<file path="src/rtl/ifns_pkg.sv">
`default_nettype none
// ----------------------------------------------------------------------------
// ifns_pkg : shared widths and Fibonacci weights for the 16-bit IFNS code
// Revision : 1.0
// ----------------------------------------------------------------------------
package ifns_pkg;

  localparam int IFNS_CW_W   = 16;
  localparam int IFNS_DATA_W = 11;
  localparam int IFNS_SUM_W  = 12;

  localparam logic [IFNS_SUM_W-1:0] IFNS_FIB_W [1:16] = '{
    12'd1,   12'd1,   12'd2,   12'd3,   12'd5,   12'd8,   12'd13,  12'd21,
    12'd34,  12'd55,  12'd89,  12'd144, 12'd233, 12'd377, 12'd610, 12'd987
  };

  // Weights of nibble group g packed with the lowest-order bit's weight in the LSBs.
  function automatic logic [4*IFNS_SUM_W-1:0] fib_group(input int g);
    fib_group = {IFNS_FIB_W[4*g+4], IFNS_FIB_W[4*g+3],
                 IFNS_FIB_W[4*g+2], IFNS_FIB_W[4*g+1]};
  endfunction

endpackage
`default_nettype wire

</file>
<file path="src/rtl/ifns_nibble_sum.sv">
`default_nettype none
// ----------------------------------------------------------------------------
// ifns_nibble_sum : weighted sum of a 4-bit codeword slice (combinational)
// Revision : 1.0
// ----------------------------------------------------------------------------
module ifns_nibble_sum
  import ifns_pkg::*;
(
  input  logic [3:0]              i_slice,
  input  logic [4*IFNS_SUM_W-1:0] i_weights,
  output logic [IFNS_SUM_W-1:0]   o_sum
);

  always_comb begin
    o_sum = '0;
    for (int j = 0; j < 4; j++) begin
      if (i_slice[j]) begin
        o_sum = o_sum + i_weights[j*IFNS_SUM_W +: IFNS_SUM_W];
      end
    end
  end

endmodule
`default_nettype wire

</file>
<file path="src/rtl/ifns_decoder_16.sv">
`default_nettype none
// ----------------------------------------------------------------------------
// ifns_decoder_16 : 3-stage IFNS codeword decoder with range flag and error count
// Revision : 1.0
// ----------------------------------------------------------------------------
module ifns_decoder_16
  import ifns_pkg::*;
#(
  parameter int ERR_CNT_W = 16
) (
  input  logic                   clock,
  input  logic                   rst,
  input  logic [IFNS_CW_W-1:0]   codein,
  input  logic                   in_valid,
  output logic                   in_ready,
  output logic [IFNS_DATA_W-1:0] dataout,
  output logic                   range_err,
  output logic                   out_valid,
  input  logic                   out_ready,
  input  logic                   err_clr,
  output logic [ERR_CNT_W-1:0]   err_count
);

  logic                  w_adv;
  logic [IFNS_CW_W-1:0]  r_s1_cw;
  logic                  r_s1_vld;
  logic [IFNS_SUM_W-1:0] w_psum   [4];
  logic [IFNS_SUM_W-1:0] r_s2_psum [4];
  logic                  r_s2_vld;
  logic [IFNS_SUM_W-1:0] w_total;
  logic                  w_consume;

  assign w_adv     = !out_valid || out_ready;
  assign in_ready  = w_adv;
  assign w_consume = out_valid && out_ready;

  generate
    for (genvar g = 0; g < 4; g++) begin : g_nib
      localparam logic [4*IFNS_SUM_W-1:0] c_weights = fib_group(g);
      ifns_nibble_sum u_nibble_sum (
        .i_slice   (r_s1_cw[4*g +: 4]),
        .i_weights (c_weights),
        .o_sum     (w_psum[g])
      );
    end
  endgenerate

  // Maximum total is 2583, so a 12-bit add cannot overflow.
  assign w_total = r_s2_psum[0] + r_s2_psum[1] + r_s2_psum[2] + r_s2_psum[3];

  always_ff @(posedge clock or posedge rst) begin
    if (rst) begin
      r_s1_cw   <= '0;
      r_s1_vld  <= 1'b0;
      r_s2_psum <= '{default: '0};
      r_s2_vld  <= 1'b0;
      dataout   <= '0;
      range_err <= 1'b0;
      out_valid <= 1'b0;
    end else if (w_adv) begin
      r_s1_cw   <= codein;
      r_s1_vld  <= in_valid;
      r_s2_psum <= w_psum;
      r_s2_vld  <= r_s1_vld;
      out_valid <= r_s2_vld;
      // Output data only moves with a real word so bubbles leave it untouched.
      if (r_s2_vld) begin
        dataout   <= w_total[IFNS_DATA_W-1:0];
        range_err <= w_total[IFNS_SUM_W-1];
      end
    end
  end

  always_ff @(posedge clock or posedge rst) begin
    if (rst) begin
      err_count <= '0;
    end else if (err_clr) begin
      err_count <= '0;
    end else if (w_consume && range_err && !(&err_count)) begin
      err_count <= err_count + 1'b1;
    end
  end

endmodule
`default_nettype wire

</file>
<file path="config.mk">
export PLATFORM = sky130hd
export DESIGN_NAME = ifns_decoder_16
export DESIGN_NICKNAME = d
export VERILOG_FILES = /design/src/rtl/ifns_pkg.sv /design/src/rtl/ifns_nibble_sum.sv /design/src/rtl/ifns_decoder_16.sv
export SDC_FILE = /design/constraint.sdc
export NUM_CORES = 1
export LEC_CHECK = 0
export CELL_PAD_IN_SITES_DETAIL_PLACEMENT = 2
export CELL_PAD_IN_SITES_GLOBAL_PLACEMENT = 2
export CORE_UTILIZATION = 30
export CTS_CLUSTER_SIZE = 30
export DETAILED_ROUTE_END_ITERATION = 10
export GPL_ROUTABILITY_DRIVEN = 0
export HOLD_SLACK_MARGIN = 0.08
export PLACE_DENSITY = 0.77
export SLEW_MARGIN = 40
export SYNTH_ARGS = -nofsm -noshare
export SYNTH_HDL_FRONTEND = slang
export SYNTH_SLANG_ARGS = --single-unit
</file>
<file path="constraint.sdc">
create_clock -name clock -period 7.64 [get_ports clock]
set_input_delay 1.91 -clock clock [delete_from_list [all_inputs] [get_ports clock]]
set_output_delay 1.91 -clock clock [all_outputs]
set_load 0.1 [all_outputs]
</file>
==> summary.md, run 1 <==
| Metric | Value |
|---|---|
| Status | `completed` |
| Share of layout cells above drive strength 1 | `11.2%` |
| Initial drt markers | `70` |
| Worst slew pin tran | `0.801 ns` |
| Cts repair resizes | `0` |
| Layout area overhead | `18.6%` |
| Leak pwr | `between 2 and 3 nW` |
| Clk slew on worst S/H paths | `0.06 ns` |
| Grt ovf | `0` |
| CP endpoint kind | `output pin` |
| Endpoint of the worst hold path | `r_s1_vld` |
| CP Buf/Inv Count | `4` |
| Combinational power share | `59.2%` |
| Slowest cell on crit path | `clkdlybuf4s50_1` |
| Hold wc startpoint | `r_s1_vld` |
| Final Critical Period | `between 5 and 6 ns` |
| Synth cell types | `56` |
| H-tree level count | `3` |
| Clock power share | `17.2%` |
| Via/cell ratio | `4.87` |
| CP most frequent cell | `buf_4` |
| DRC | `0` |
| Average size of a mapped cell | `9.36 sq um` |
| RSZ-0062 raised after global routing | `no` |
| Final hold violations | `0` |
| PortBufs | `50` |
| CTS buffer count | `9` |
| Io pins | `51` |
| Reg2Reg Depth | `11` |
| Die area | `0.0163 sq mm` |
| Yosys warning count | `0` |
| Asr flop ratio synth | `100%` |
| Number of flops mapped to enable cells by yosys | `0` |
| WL per Instance | `16.1 um` |
| Vias in the first global route | `around 4,200` |
| Flop pwr share | `23.6%` |
| Max-Cap Viols | `0` |
| CP arrival | `3.37 ns` |
| P_sw | `about 1.3 mW` |
| Crit-path cells | `clkdlybuf4s50_1, nor2b_2, buf_4, clkinv_1, buf_4` |
| Nets@finish | `about 620` |
| Slew Viols, Final | `0` |
| R2R setup slack | `4.25 ns` |
| Final WL | `12.3 mm` |
| Int Pwr | `~1.5 mW` |
| Setup bufs post-CTS | `0` |
| Slowest stage delay, CP | `0.50 ns` |
| Slew HR | `a little under half` |
| Req. time, crit path | `5.73 ns` |
| Hold-fix buffers, CTS | `0` |
| Worst r2r src | `r_s2_psum[1]` |
| HPWL after detailed placement | `slightly below 9 mm` |
| ANT nets after route | `0` |
| Global-route wire length before repair | `21.0 mm` |
| Rows | `45` |
| Ys flop type | `dfrtp_1` |
| Critical path type | `input pin to output pin` |
| Critical Path Start Type | `input pin` |
| Fin area | `0.00561 sq mm` |
| R2R Path End | `range_err` |
| Post-Route Setup TNS | `0 ns` |
| Crit-path max FO | `43` |
| Worst-skew pair later-pin latency | `between 0.3 and 0.4 ns` |
| Area of placed instances | `0.00528 sq mm` |
| Clock sinks | `between 70 and 80` |
| Sw Share | `47.3%` |
| Synth Cell Area | `~0.0047 sq mm` |
| # setup viols final | `0` |
| Family with the most delay on the worst path | `buffers and inverters` |
| Longest Clk Path Bufs | `2` |
| Seq/Total Area, Yosys | `41.2%` |
| Total number of vias | `~3,700` |
| Fmax | `about 190 MHz` |
| PnR Total Power | `2.82 mW` |
| Initial antenna violation count | `0` |
| Root Buffer | `clkbuf_16` |
| Initial Util | `30.9%` |
| Ant. Diodes | `0` |
| Clock Skew | `0.00563 ns` |
| Post-Synthesis Cells | `506` |
| Peak VDD IR | `0.196 mV` |
| Worst Hold Depth | `2` |
| Power Dens Cells | `between 500 and 600 mW/mm^2` |
| Min-Delay Path Class | `flip-flop to flip-flop` |
| Largest net degree at the start of global routing | `slightly below 80` |
| Die width | `128 um` |
| Total Routing Usage GR | `16.8%` |
| CTS tree | `yes` |
| Pre-antenna DRT Iters | `4` |
| Mapped Nets | `582` |
| Final worst path period share | `69.1%` |
| Die height | `128 um` |
| Core region area | `0.0153 sq mm` |
| #FFs+latches synth | `78` |
-- registers in the layout, indices dropped and copies added, names as in the netlist --
| name | count |
|---|---|
| dataout | 11 |
| out_valid | 1 |
| err_count | 16 |
| r_s2_psum | 31 |
| range_err | 1 |
| r_s1_vld | 1 |
| r_s2_vld | 1 |
| r_s1_cw | 16 |
-- layout by cell type, fill, tap and decap left out, drive strengths merged, types with 4 or more instances in the layout --
cell           synthesis  final
ha                    45     45
buf                    5     33
fa                    10     10
o21ai                 39     39
clkinv                 1      4
nor3b                  4      4
nor3                  15     15
mux2i                  5      5
nor2b                  7      7
nor2                  32     32
dfrtp                 78     78
nand2                 81     81
xor2                   6      6
o31ai                  4      4
inv                   41     40
nand3                 10     10
nor4                   6      6
xnor2                 28     28
clkbuf                16     11
clkdlybuf4s50          1     20
a21oi                 22     22
mux2                   4      4
-- cell usage after synthesis (all sizes together), types with 4 or more instances --
cell type | n | area, sq um
nand2 | 81 | 304
dfrtp | 78 | 1950
ha | 45 | 563
inv | 41 | 154
o21ai | 39 | 195
nor2 | 32 | 120
xnor2 | 28 | 245
a21oi | 22 | 110
clkbuf | 16 | 60.1
nor3 | 15 | 75.1
fa | 10 | 200
nand3 | 10 | 55.1
nor2b | 7 | 43.8
nor4 | 6 | 43.8
xor2 | 6 | 52.6
buf | 5 | 28.8
mux2i | 5 | 50.1
mux2 | 4 | 45.0
nor3b | 4 | 35.0
o31ai | 4 | 30.0
-- power groups by stage --
stage                     combinational (mW)  sequential [mW]  clock [mW]
after floorplan                         1.08            0.861           0
after global placement                  1.62            0.663           0
after detailed placement                1.68            0.676           0
after CTS                               1.71            0.670       0.502
after global routing                    1.88            0.686       0.513
final                                   1.67            0.665       0.484
-- cell families after synthesis --
logic type	count (synthesis)	share of synthesized area [%]
AND/OR/NAND/NOR	175	17.5
AO/OA/AOI/OAI	91	11.4
flip-flops	78	41.2
buffers and inverters	64	5.44
adder cells (fa/ha/maj)	55	16.1
XOR/XNOR	34	6.29
multiplexers	9	2.01
-- area by class of cell --
type / instances / area, sq um
flip-flops and latches: 78 / 1950
well taps: 211 / 264
inverters: 42 / 158
fillers: 1744 / 9700
multi-input cells: 364 / 2530
clock buffers: 11 / 253
repair buffers: 53 / 379
clock inverters: 5 / 81.3
-- worst min-delay path, stage by stage, from the launching register on --
cell     delay, ns
dfrtp_1       0.35
nand2_1       0.05
nand2_1       0.05
-- worst max-delay path by stage --
stage               end  depth (start not counted)  startpoint  slack [ns]
3_3_place_gp   in_ready                          5   out_ready        2.37
3_5_place_dp   in_ready                          5   out_ready        2.36
6_report       in_ready                          5   out_ready        2.36
4_1_cts        in_ready                          5   out_ready        2.34
2_1_floorplan  in_ready                          5   out_ready        2.34
5_1_grt        in_ready                          5   out_ready        2.23
-- per-stage QoR --
| step | cells | hold slack [ns] | worst slack, ns | utilization, % |
|---|---|---|---|---|
| after floorplan | 506 | 0.439 | 2.34 | - |
| after global placement | 748 | 0.461 | 2.37 | 35.4 |
| after detailed placement | 748 | 0.473 | 2.36 | 34.5 |
| after CTS | 764 | 0.495 | 2.34 | 36.7 |
| after global routing | 764 | 0.502 | 2.23 | 36.7 |
| final | 764 | 0.489 | 2.36 | 36.7 |
-- routing by layer --
| metal | vias to the layer above | share of wire, % | track usage (%) |
|---|---|---|---|
| met3 | 18 | 3.3 | 4.27 |
| met2 | 56 | 51 | 30.2 |
| li1 | 1786 | - | - |
| met5 | - | 0 | 0 |
| met4 | 0 | 1.5 | 5.74 |
| met1 | 1863 | 44 | 19.2 |
(Power assumes the default switching activity.)
==> run 2, diff against run 1 <==
==> constraint.sdc (replaced) <==
create_clock -name clock -period 4.9 [get_ports clock]
set_input_delay 1.225 -clock clock [delete_from_list [all_inputs] [get_ports clock]]
set_output_delay 1.225 -clock clock [all_outputs]
set_load 0.1 [all_outputs]
==> run 2 against run 1 <==
  * Design area is essentially flat
  * Critical path depth shrank 1
  * Wire length shrank 3.1%
  * Sequential share of layout area is essentially flat
  * Critical path type unchanged
  * Non-clock buffer count grew 1
  * Clock-buffer cell count shrank 1
  * Highest routed layer unchanged
  * Largest power group unchanged
==> summary.md, run 2 (synthesized netlist as in run 1, its figures left out) <==
| Metric | Value |
|---|---|
| Clk slew on worst S/H paths | `0.06 ns (about the same)` |
| Req. time, crit path | `3.67 ns (-2.06 ns)` |
| Crit-path max FO | `3 (-93%)` |
| Final WL | `12.0 mm (-3.1%)` |
| H-tree level count | `3 (unchanged)` |
| Sw Share | `46.9% (-0.40 points)` |
| PortBufs | `50 (unchanged)` |
| Die area | `0.0163 sq mm (unchanged)` |
| Final Critical Period | `3.58 ns` |
| Rows | `45 (unchanged)` |
| Peak VDD IR | `0.320 mV (+64%)` |
| Worst slew pin tran | `0.713 ns (-0.0886 ns)` |
| Min-Delay Path Class | `flip-flop to flip-flop` |
| P_sw | `2.02 mW (+52%)` |
| Pre-antenna DRT Iters | `4 (unchanged)` |
| Clock power share | `16.9% (-0.3 points)` |
| Die height | `128 um (unchanged)` |
| Hold wc startpoint | `r_s1_cw[1]` |
| DRC | `0 (unchanged)` |
| Initial drt markers | `98 (+40%)` |
| Global-route wire length before repair | `20.7 mm (-1.4%)` |
| Via/cell ratio | `4.84 (-0.62%)` |
| CP endpoint kind | `output pin` |
| Top reg by flops | `r_s2_psum` |
| Most frequent cells in the layout | `nand2_1, dfrtp_1, ha_1, o21ai_0, inv_1` |
| WL per Instance | `15.7 um (-3.1%)` |
| Share of layout cells above drive strength 1 | `11.2% (unchanged)` |
| Leak pwr | `2.61 nW (about the same)` |
| Setup bufs post-CTS | `0 (unchanged)` |
| HPWL after detailed placement | `9.16 mm (+2.6%)` |
| Grt ovf | `0 (unchanged)` |
| Combinational power share | `59.3% (about the same)` |
| Slew HR | `52.1% (+6.0 points)` |
| Critical Path Start Type | `input pin` |
| Leading cell type in the layout, fill and taps excluded | `nand2_1` |
| Largest regs | `r_s2_psum x31, err_count x16, r_s1_cw x16` |
| Post-Route Setup TNS | `0 ns (unchanged)` |
| Fmax | `280 MHz` |
| # setup viols final | `0 (unchanged)` |
| Total Routing Usage GR | `16.2% (-0.62 points)` |
| Crit path launch | `out_ready` |
| Power Dens Cells | `768 mW/mm^2 (+53%)` |
| Max-Cap Viols | `0 (unchanged)` |
| Int Pwr | `2.29 mW (+54%)` |
| Longest Clk Path Bufs | `2 (unchanged)` |
| Worst Hold Depth | `2 (unchanged)` |
| Io pins | `51 (unchanged)` |
| Slew Viols, Final | `0 (unchanged)` |
| ANT nets after route | `0 (unchanged)` |
| Hold-fix buffers, CTS | `0 (unchanged)` |
| Nets@finish | `625 (+0.16%)` |
| CP arrival | `2.35 ns (-1.02 ns)` |
| Core region area | `0.0153 sq mm (unchanged)` |
| Reg2Reg Depth | `11 (unchanged)` |
| Clock Skew | `0.00759 ns (+0.00196 ns)` |
| CTS tree | `yes` |
| Largest net degree at the start of global routing | `58 (-27%)` |
| Vias in the first global route | `4,064 (-2.4%)` |
| Root Buffer | `clkbuf_16` |
| RSZ-0062 raised after global routing | `no` |
| Critical path type | `input pin to output pin` |
| CTS buffer count | `9 (unchanged)` |
| Die width | `128 um (unchanged)` |
| Worst-skew pair later-pin latency | `0.34 ns (about the same)` |
| Cts repair resizes | `0 (unchanged)` |
| Status | `completed` |
| Initial antenna violation count | `0 (unchanged)` |
| Final hold violations | `0 (unchanged)` |
| Layout area overhead | `18.7% (about the same)` |
| PnR Total Power | `4.31 mW (+53%)` |
| Initial Util | `30.9% (unchanged)` |
| Largest register FFs | `31 (unchanged)` |
| Ant. Diodes | `0 (unchanged)` |
| Final worst path period share | `73.0%` |
| Total number of vias | `3,700 (-0.62%)` |
| Fillers | `1,719 (-1.4%)` |
| Worst r2r src | `r_s2_psum[13]` |
| Clock sinks | `78 (unchanged)` |
| Flop pwr share | `23.8% (+0.2 points)` |
-- run 2: metrics by stage --
| step | util [%] | setup WS (ns) | instances | cell area, sq um | hold slack (ns) |
|---|---|---|---|---|---|
| 2_1_floorplan | - | 0.970 | 506 | 4730 | 0.439 |
| 3_3_place_gp | 35.5 | 1.33 | 749 | 5440 | 0.460 |
| 3_5_place_dp | 34.6 | 1.32 | 749 | 5300 | 0.473 |
| 4_1_cts | 36.7 | 1.30 | 764 | 5620 | 0.487 |
| 5_1_grt | 36.7 | 1.22 | 764 | 5620 | 0.511 |
| 6_report | 36.7 | 1.32 | 764 | 5620 | 0.480 |
-- run 2: layout make-up --
class                      instances  area [sq um]  share of cell area (%)
clock inverter                     5          83.8                    1.49
sequential                        78          1950                    34.7
tap                              211           264                    4.70
multi-input combinational        364          2530                    45.0
inverter                          42           158                    2.81
timing repair buffer              54           395                    7.04
clock buffer                      10           239                    4.25
-- run 2: path summary, 6_finish.rpt --
kind                       slack [ns]            end
max in group asynchronous        2.90    dataout[10]
hold reg to reg                  0.48     r_s1_cw[1]
setup reg to reg                 1.62      range_err
min in group asynchronous        1.13  err_count[13]
setup / recovery                 1.32       in_ready
hold / removal                   0.48     r_s1_cw[1]
-- run 2: power by group through the flow --
stage          clock, mW  sequential (mW)  combinational [mW]
2_1_floorplan          0             1.34                1.68
3_3_place_gp           0             1.03                2.53
3_5_place_dp           0             1.04                2.60
4_1_cts            0.753             1.03                2.62
5_1_grt            0.776             1.06                2.91
6_report           0.727             1.03                2.56
-- run 2: critical path: stages --
cell	delay (ns)
clkdlybuf4s50_1	0.49
nor2b_2	0.17
clkinv_1	0.22
buf_12	0.24
-- run 2: routing by layer --
metal | global-route usage [%] | wire [um]
met1 | 20.3 | 5500
met2 | 28.0 | 5990
met3 | 2.60 | 320
met4 | 5.61 | 148
met5 | 0 | 0
==> run 3, diff against run 2 <==
--- a/config.mk
+++ b/config.mk
@@ -12,7 +12,7 @@
 export DETAILED_ROUTE_END_ITERATION = 10
 export GPL_ROUTABILITY_DRIVEN = 0
 export HOLD_SLACK_MARGIN = 0.08
-export PLACE_DENSITY = 0.77
+export PLACE_DENSITY = 0.8
 export SLEW_MARGIN = 40
 export SYNTH_ARGS = -nofsm -noshare
 export SYNTH_HDL_FRONTEND = slang
==> constraint.sdc (replaced) <==
create_clock -name clock -period 3.2 [get_ports clock]
set_input_delay 0.8 -clock clock [delete_from_list [all_inputs] [get_ports clock]]
set_output_delay 0.8 -clock clock [all_outputs]
set_load 0.1 [all_outputs]
==> run 3 against run 2 <==
  * Design area grew 1.6%
  * Sequential share of layout area shrank 0.56 points
  * Sequential power grew 52%
  * Clock skew shrank 0.00083 ns
  * Global-route usage grew 0.83 points
  * Core utilization grew 0.60 points
  * Critical path depth grew 7
  * Clock-buffer cell count grew 1
  * Worst setup slack lost 1.2 ns
  * First-iteration DRC count grew 8.2%
  * Largest cell class unchanged
  * Largest power group unchanged
  * Highest routed layer unchanged
==> summary.md, run 3 (synthesized netlist as in run 1, its figures left out) <==
| Metric | Value |
|---|---|
| Int Pwr | `3.60 mW (+57%)` |
| Pre-CTS setup slack | `-0.00231 ns (-1.32 ns)` |
| Fmax | `330 MHz` |
| Initial Util | `30.9% (unchanged)` |
| Worst r2r src | `r_s2_psum[1]` |
| Critical Path Start Type | `flip-flop` |
| Slowest cell on crit path | `fa_1` |
| Clock Skew | `0.00676 ns (-0.000828 ns)` |
| Total Routing Usage GR | `17.0% (+0.83 points)` |
| Hold wc startpoint | `r_s1_cw[1]` |
| Family with the most delay on the worst path | `adder cells` |
| Layout area overhead | `20.6%` |
| WL per Instance | `16.3 um (+4.1%)` |
| Post-Route Setup TNS | `0 ns (unchanged)` |
| Total number of vias | `3,757 (+1.5%)` |
| HPWL after detailed placement | `9.22 mm (+0.67%)` |
| Final WL | `12.5 mm (+4.5%)` |
| Largest regs | `r_s2_psum x31, err_count x16, r_s1_cw x16` |
| R2R Path End | `range_err` |
| Largest net degree at the start of global routing | `79 (+36%)` |
| Root Buffer | `clkbuf_16` |
| CP endpoint kind | `flip-flop` |
| Share of layout cells above drive strength 1 | `12.2% (+1.0 points)` |
| DRC | `0 (unchanged)` |
| Fin area | `0.00571 sq mm (+1.6%)` |
| Leading cell type in the layout, fill and taps excluded | `nand2_1` |
| Worst-skew pair later-pin latency | `0.35 ns (about the same)` |
| Pre-antenna DRT Iters | `4 (unchanged)` |
| CTS buffer count | `9 (unchanged)` |
| Final hold violations | `0 (unchanged)` |
| Crit-path max FO | `2 (-1)` |
| Endpoint of the worst hold path | `r_s1_cw[1]` |
| CTS tree | `yes` |
| Slew Viols, Final | `0 (unchanged)` |
| Worst Hold Depth | `2 (unchanged)` |
| Die height | `128 um (unchanged)` |
| Rows | `45 (unchanged)` |
| Clk slew on worst S/H paths | `0.06 ns (about the same)` |
| Slew HR | `53.7% (+1.7 points)` |
| Status | `completed` |
| Ant. Diodes | `0 (unchanged)` |
| R2R setup slack | `0.17 ns (-1.45 ns)` |
| Reg2Reg Depth | `11 (unchanged)` |
| Flip-flop and latch area | `0.00195 sq mm (unchanged)` |
| Fillers | `1,702 (-0.99%)` |
| Initial drt markers | `106 (+8.2%)` |
| Top reg by flops | `r_s2_psum` |
| P_sw | `3.24 mW (+60%)` |
| Leak pwr | `2.62 nW (+0.53%)` |
| RSZ-0062 raised after global routing | `no` |
| PnR Total Power | `6.84 mW (+59%)` |
| PortBufs | `50 (unchanged)` |
| Critical path type | `flip-flop to flip-flop` |
| Largest register FFs | `31 (unchanged)` |
| Flop pwr share | `23.0% (-0.8 points)` |
| Post-route setup slack | `0.171 ns (-1.15 ns)` |
| Initial antenna violation count | `0 (unchanged)` |
| Multi-input logic area | `0.00254 sq mm (+0.64%)` |
| CP Buf/Inv Count | `2 (-1)` |
| Nets@finish | `628 (+0.48%)` |
| ANT nets after route | `0 (unchanged)` |
| Combinational power share | `62.0% (+2.7 points)` |
| Grt ovf | `0 (unchanged)` |
| Most frequent cells in the layout | `nand2_1, dfrtp_1, ha_1, o21ai_0, inv_1` |
| Worst slew pin tran | `0.689 ns (-0.0236 ns)` |
| # setup viols final | `0 (unchanged)` |
| Peak VDD IR | `0.465 mV (+45%)` |
| Die width | `128 um (unchanged)` |
| Setup bufs post-CTS | `0 (unchanged)` |
| CP arrival | `3.26 ns (+0.91 ns)` |
| Crit-path cells | `inv_1, fa_1, inv_1, fa_1, ha_2, fa_2, a211oi_2, o21bai_1, a222oi_1, mux2i_1, nand2_1` |
| Clock power share | `15.0% (-1.9 points)` |
| H-tree level count | `3 (unchanged)` |
| Clock sinks | `78 (unchanged)` |
| Vias in the first global route | `4,248 (+4.5%)` |
| Core region area | `0.0153 sq mm (unchanged)` |
| Power Dens Cells | `1200 mW/mm^2 (+56%)` |
| Max-Cap Viols | `0 (unchanged)` |
| Final Critical Period | `3.03 ns` |
| Die area | `0.0163 sq mm (unchanged)` |
| Min-Delay Path Class | `flip-flop to flip-flop` |
| Longest Clk Path Bufs | `2 (unchanged)` |
| Slowest stage delay, CP | `0.53 ns (+0.04 ns)` |
| Global-route wire length before repair | `21.6 mm (+4.2%)` |
| Via/cell ratio | `4.90 (+1.1%)` |
| Final worst path period share | `94.7%` |
| Io pins | `51 (unchanged)` |
| Area of placed instances | `0.00540 sq mm (+2.0%)` |
| Req. time, crit path | `3.43 ns (-0.24 ns)` |
| Hold-fix buffers, CTS | `0 (unchanged)` |
| Sw Share | `47.3% (+0.39 points)` |
==> run 3: power groups by stage <==
stage	sequential, mW	clock, mW	combinational (mW)
CTS	1.59	1.07	4.28
detailed placement	1.60	0	4.22
floorplan	2.05	0	2.58
finish	1.57	1.02	4.24
global placement	1.57	0	3.96
global route	1.63	1.10	4.77
==> run 3: layout make-up <==
| cell class | count | area share [%] |
|---|---|---|
| multi-input cells | 364 | 44.5 |
| flip-flops and latches | 78 | 34.2 |
| repair buffers | 57 | 8.81 |
| well taps | 211 | 4.62 |
| clock buffers | 11 | 4.25 |
| inverters | 42 | 2.76 |
| clock inverters | 4 | 0.833 |
==> run 3: per-stage QoR <==
stage | hold slack, ns | util, % | instances
2_1_floorplan | 0.439 | - | 506
3_3_place_gp | 0.462 | 35.3 | 752
3_5_place_dp | 0.469 | 35.3 | 752
4_1_cts | 0.481 | 37.2 | 767
5_1_grt | 0.510 | 37.3 | 767
6_report | 0.477 | 37.3 | 767
==> run 3: what timing repair did <==
action | CTS | global route
gates cloned | 0 | 0
resized for setup | 0 | 3
endpoints found under the hold margin | 0 | 0
setup endpoints to repair | 1 | 3
pin swaps | 1 | 2
==> run 3: how the worst max path moves through the flow <==
stage                     end           from  slack [ns]  cells past startpoint
floorplan           range_err   r_s2_psum[1]        0.18                     11
global placement    range_err   r_s2_psum[1]         0.1                     11
detailed placement  range_err   r_s2_psum[1]      -0.002                     11
CTS                 range_err   r_s2_psum[1]        0.02                     11
global route        range_err  r_s2_psum[13]       0.004                     11
finish              range_err   r_s2_psum[1]        0.17                     11
==> run 3: routing by layer <==
layer  vias up  track usage (%)  routed length (um)
met4         0             4.84                 155
met2        53             30.8                6420
met5         -                0                   0
met3        12             3.85                 392
met1      1896             20.0                5520
li1       1796                -                   -
==> run 3: worst register-to-register path, stage by stage (launching register included) <==
cell and delay, ns:
dfrtp_1 0.32, inv_1 0.06, fa_1 0.53, inv_1 0.05, fa_1 0.44, ha_2 0.22
fa_2 0.37, a211oi_2 0.18, o21bai_1 0.11, a222oi_1 0.32, mux2i_1 0.25, nand2_1 0.07
